<file path="config.mk">
export PLATFORM = sky130hd
export DESIGN_NAME = inst_mem_arbiter
export DESIGN_NICKNAME = d
export VERILOG_FILES = /design/src/rtl/inst_mem_arbiter.sv
export SDC_FILE = /design/constraint.sdc
export NUM_CORES = 1
export LEC_CHECK = 0
export ABC_AREA = 1
export CAP_MARGIN = 0
export CORE_AREA = 2 2 104 106
export CTS_CLUSTER_DIAMETER = 40
export CTS_CLUSTER_SIZE = 14
export DETAILED_ROUTE_END_ITERATION = 16
export DIE_AREA = 0 0 106 108
export PLACE_DENSITY_LB_ADDON = 0.3
export SYNTH_ARGS = -nofsm -noshare
export SYNTH_HDL_FRONTEND = slang
export SYNTH_SLANG_ARGS = --single-unit
</file>
<file path="constraint.sdc">
create_clock -name clk -period 3.2 [get_ports clk]
set_clock_uncertainty 0.15 [all_clocks]
set_input_delay 0.48 -clock clk [delete_from_list [all_inputs] [get_ports clk]]
set_output_delay 0.48 -clock clk [all_outputs]
set_load 0.1 [all_outputs]
</file>
<file path="src/rtl/inst_mem_arbiter.sv">
// Two-port arbiter in front of one synchronous-read instruction memory.
// Port 0 is the CPU fetch path (read-only), port 1 the loader/debug path
// (read/write). One access per cycle, owner streaks bounded by LOCK_MAX,
// responses returned one cycle after the grant.
module inst_mem_arbiter #(
    parameter int unsigned ADDR_W   = 32,
    parameter int unsigned DATA_W   = 32,
    parameter int unsigned LOCK_MAX = 4
) (
    input  logic              clk,
    input  logic              rst_n,
    // port 0: instruction fetch
    input  logic              m0_req,
    input  logic [ADDR_W-1:0] m0_addr,
    output logic              m0_gnt,
    output logic              m0_rvalid,
    output logic [DATA_W-1:0] m0_rdata,
    output logic              m0_err,
    // port 1: loader / debug
    input  logic              m1_req,
    input  logic              m1_we,
    input  logic [ADDR_W-1:0] m1_addr,
    input  logic [DATA_W-1:0] m1_wdata,
    output logic              m1_gnt,
    output logic              m1_rvalid,
    output logic [DATA_W-1:0] m1_rdata,
    // memory side
    output logic              mem_ce,
    output logic              mem_we,
    output logic [ADDR_W-1:0] mem_addr,
    output logic [DATA_W-1:0] mem_wdata,
    input  logic [DATA_W-1:0] mem_rdata
);

    localparam int unsigned STREAK_W = $clog2(LOCK_MAX + 1);
    localparam logic [STREAK_W-1:0] STREAK_MAX = STREAK_W'(LOCK_MAX);
    localparam logic [STREAK_W-1:0] STREAK_ONE = STREAK_W'(1);

    typedef enum logic [1:0] {
        ST_IDLE = 2'd0,
        ST_OWN0 = 2'd1,
        ST_OWN1 = 2'd2
    } state_e;

    state_e              state_q, state_d;
    logic [STREAK_W-1:0] streak_q, streak_d;

    // response pipeline: one stage, matches the memory read latency
    logic rvalid0_q, rvalid0_d;
    logic err0_q, err0_d;
    logic rvalid1_q, rvalid1_d;
    logic rd1_q, rd1_d;

    logic arb0, arb1;
    logic gnt0, gnt1;
    logic lock_hit;
    logic m0_misalign;

    assign lock_hit    = (streak_q == STREAK_MAX);
    assign m0_misalign = (m0_addr[1:0] != 2'b00);

    // Arbitration: owner keeps the slot unless the other side has waited out a full streak
    always_comb begin
        arb0 = 1'b0;
        arb1 = 1'b0;
        case (state_q)
            ST_OWN0: begin
                if (m0_req && !(m1_req && lock_hit)) begin
                    arb0 = 1'b1;
                end else if (m1_req) begin
                    arb1 = 1'b1;
                end
            end
            ST_OWN1: begin
                if (m1_req && !(m0_req && lock_hit)) begin
                    arb1 = 1'b1;
                end else if (m0_req) begin
                    arb0 = 1'b1;
                end
            end
            default: begin
                if (m0_req) begin
                    arb0 = 1'b1;
                end else if (m1_req) begin
                    arb1 = 1'b1;
                end
            end
        endcase
    end

    // Grants are forced low while reset is asserted
    assign gnt0 = arb0 & rst_n;
    assign gnt1 = arb1 & rst_n;

    // Next owner, streak counter and response flags
    always_comb begin
        state_d   = state_q;
        streak_d  = streak_q;
        rvalid0_d = 1'b0;
        err0_d    = 1'b0;
        rvalid1_d = 1'b0;
        rd1_d     = 1'b0;
        if (gnt0) begin
            state_d   = ST_OWN0;
            rvalid0_d = 1'b1;
            err0_d    = m0_misalign;
            if (state_q == ST_OWN0) begin
                streak_d = lock_hit ? STREAK_MAX : streak_q + STREAK_ONE;
            end else begin
                streak_d = STREAK_ONE;
            end
        end else if (gnt1) begin
            state_d   = ST_OWN1;
            rvalid1_d = 1'b1;
            rd1_d     = ~m1_we;
            if (state_q == ST_OWN1) begin
                streak_d = lock_hit ? STREAK_MAX : streak_q + STREAK_ONE;
            end else begin
                streak_d = STREAK_ONE;
            end
        end else begin
            state_d  = ST_IDLE;
            streak_d = '0;
        end
    end

    // State, streak and response registers
    always_ff @(posedge clk or negedge rst_n) begin
        if (!rst_n) begin
            state_q   <= ST_IDLE;
            streak_q  <= '0;
            rvalid0_q <= 1'b0;
            err0_q    <= 1'b0;
            rvalid1_q <= 1'b0;
            rd1_q     <= 1'b0;
        end else begin
            state_q   <= state_d;
            streak_q  <= streak_d;
            rvalid0_q <= rvalid0_d;
            err0_q    <= err0_d;
            rvalid1_q <= rvalid1_d;
            rd1_q     <= rd1_d;
        end
    end

    // Memory issue: misaligned fetches consume the slot without touching memory
    always_comb begin
        mem_ce    = 1'b0;
        mem_we    = 1'b0;
        mem_addr  = '0;
        mem_wdata = '0;
        if (gnt0) begin
            mem_ce   = ~m0_misalign;
            mem_addr = m0_misalign ? '0 : m0_addr;
        end else if (gnt1) begin
            mem_ce    = 1'b1;
            mem_we    = m1_we;
            mem_addr  = m1_addr;
            mem_wdata = m1_wdata;
        end
    end

    assign m0_gnt = gnt0;
    assign m1_gnt = gnt1;

    // Responses: memory data is already aligned with the registered valid
    assign m0_rvalid = rvalid0_q;
    assign m0_err    = err0_q;
    assign m0_rdata  = (rvalid0_q && !err0_q) ? mem_rdata : '0;
    assign m1_rvalid = rvalid1_q;
    assign m1_rdata  = rd1_q ? mem_rdata : '0;

endmodule

</file>
==> flow_summary_export.csv <==
group,metric,value,unit
detailed_routing,drt_iter0_drc,197,
clocking,clkTransAtPathRegs,0.04,ns
detailed_routing,ant_nets,0,
timing,period_share,94.18,%
clocking,cts-root-buf,"clkbuf_8",
clocking,cts_max_path_buffers,2,
timing,fin_crit,3.014,ns
placed_design,dp_hpwl,9277,um
die,die_w,106,um
grt,grt_pass1_vias,3466,
critical_path,crit_path_end,"mem_addr[22]",
timing,worst_slack,0.1863,ns
timing,fmax,331.8,MHz
critical_path,r2r.worst_path.cells,9,
clocking,numCtsBuffers,3,
synthesis,synth-seq-cells,7,
critical_path,worstReg2RegEnd,"rd1_q$_DFF_PN0_",
finish,fin_util,56.59,%
clocking,clkSinkCount,7,
synthesis,ys_seq_area_share,9.241,%
critical_path,crit_fanout,42,
critical_path,crit_type,"in -> out",
critical_path,startpoint,"rst_n",
power,seq_power_share,2.1,%
die,start_util,18.53,%
power,p_comb_share,96.1,%
synthesis,yosysUniqueCellTypes,18,
power,power.density,1158,nW/um2
detailed_routing,vias,3458,
timing,relSlewSlack,61.19,%
critical_path,critPathLaunchType,"input pin",
die,die_area,11450,um2
hold_path,hold_class,"in -> async",
detailed_routing,drt_wl_total,11110,um
die,num_rows,37,
finish,final_common_cell,"clkdlybuf4s50_1",
clocking,post_cts_buffers,0,
run,maxCapViolations,0,
timing,rsz0062_at_grt,"no",
critical_path,r2r_start,"state_q[0]$_DFF_PN0_",
clocking,clkLatencyLatePin,0.23,ns
placed_design,portBuffers,267,
die,die_h,108,um
timing,finalSetupViolCount,0,
detailed_routing,avgRoutedWirePerCell,14.33,um
synthesis,synth_nets,526,
critical_path,endpoint_kind,"output pin",
placed_design,place_congestion,0.8221,
timing,tightest_slew,0.5821,ns
grt,antenna_found_initial,1,
clocking,cts_tree,"built",
timing,maxSlewViolCount,0,
die,num_io_pins,268,
critical_path,crit_arrival,2.38,ns
power,p_leak,2.703,nW
finish,final_cell_mix,"131 x clkdlybuf4s50_1, 81 x nand2_1, 79 x inv_1, 74 x buf_4, 72 x buf_12",
synthesis,yosys_warnings,0,
power,netSwitchingPower,4.707,mW
power,power_frac_clock,1.8,%
finish,area_growth,205.4,%
detailed_routing,viasPerCell,4.462,
finish,drive_above_1_share,35.11,%
power,ir_drop,0.0005960,V
synthesis,synth_area,1896,um2
detailed_routing,first_pass_iters,4,
timing,hold_viol_final,0,
critical_path,required,2.57,ns
detailed_routing,drc_errors,0,
power,p_int,2.000,mW
placed_design,place_ws,0.1303,ns
grt,grt_max_degree,43,
clocking,htree_levels,1,
power,power_switching_share,70.18,%
outcome,status,"finished, final reports clean",
synthesis,avgSynthCellArea,4.873,um2
critical_path,ff2ff_setup_slack,1.04,ns
synthesis,syn_inst,389,
grt,grt.overflow.total,0,
timing,hold_slack,0.3458,ns
grt,grt_pass1_wl,17150,um
grt,track_usage,18.44,%
finish,final_nets,776,
die,core_area,10230,um2
[layout make-up]
cell class	instances	area [um2]
fillers	926	4442
multi-input cells	269	1763
well taps	136	170.2
diodes	1	2.502
clock buffers	4	45.04
inverters	79	296.5
repair buffers	279	3332
flip-flops and latches	7	180.2
[how the worst min path moves through the flow]
stage,start,endpoint,cells past startpoint,slack [ns]
5_1_grt,rst_n,m0_err$_DFF_PN0_,1,0.35
2_1_floorplan,rst_n,m0_err$_DFF_PN0_,0,0.03
4_1_cts,rst_n,rd1_q$_DFF_PN0_,1,0.34
3_5_place_dp,rst_n,rd1_q$_DFF_PN0_,1,0.58
6_report,rst_n,rd1_q$_DFF_PN0_,1,0.35
3_3_place_gp,streak_q[0]$_DFF_PN0_,streak_q[0]$_DFF_PN0_,5,0.55
[metal layers]
| layer | track usage, % | wire [um] | vias up |
|---|---|---|---|
| li1 | - | - | 1707 |
| met5 | 0 | 0 | - |
| met4 | 5.357 | 247 | 0 |
| met2 | 36.18 | 6029 | 175 |
| met1 | 18.85 | 3743 | 1560 |
| met3 | 5.425 | 1086 | 16 |
[cells in the mapped netlist, drive strengths merged]
library cell | n | share of area, %
nand2 | 81 | 16
buf | 11 | 4.6
dfrtp | 7 | 9.2
o21ai | 36 | 9.7
nand4 | 33 | 11
inv | 79 | 16
nand3 | 38 | 10
clkbuf | 23 | 4.6
nor2 | 74 | 15
a21oi | 1 | 0.26
or2 | 2 | 0.66
ha | 4 | 2.6
[kinds of logic after synthesis]
group / count (synthesis) / synth area share, %
AOI/OAI and AO/OA: 37 / 9.967
adders and majority gates: 4 / 2.640
buffers and inverters: 113 / 24.82
DFF: 7 / 9.241
and+or+nand+nor: 228 / 53.33
[metrics by stage]
stage          instances  total power, mW  area (um2)  setup TNS [ns]
5_1_grt              775            6.954        5789               0
2_1_floorplan        389            4.697        2416          -5.653
3_5_place_dp         770            6.624        5736               0
4_1_cts              774            6.749        5781               0
6_report             775            6.707        5789               0
3_3_place_gp         770            6.567        5736               0
[power groups by stage]
| stage | Sequential (mW) | Clock (mW) | Combinational [mW] |
|---|---|---|---|
| 6_report | 0.140 | 0.124 | 6.44 |
| 5_1_grt | 0.143 | 0.133 | 6.68 |
| 3_5_place_dp | 0.141 | 0 | 6.48 |
| 3_3_place_gp | 0.140 | 0 | 6.43 |
| 4_1_cts | 0.140 | 0.129 | 6.48 |
| 2_1_floorplan | 0.261 | 0 | 4.44 |
[sequential cells by signal, summed over array words and instances (netlist names)]
register / cells
state_q: 1
rd1_q: 1
m0_err: 1
m1_rvalid: 1
streak_q: 3
[repair_timing]
action / CTS / global route
endpoints found under the hold margin: 0 / 0
hold buffers: 0 / 0
endpoints found under the setup margin: 0 / 23
resized for setup: 0 / 2
[critical path: stages]
cell and delay, ns:
clkdlybuf4s50_1 0.62, o21ai_0 0.24, nor2_4 0.23, buf_12 0.29, nand3_1 0.17, o21ai_4 0.11
buf_12 0.19
(Power assumes the default switching activity.)
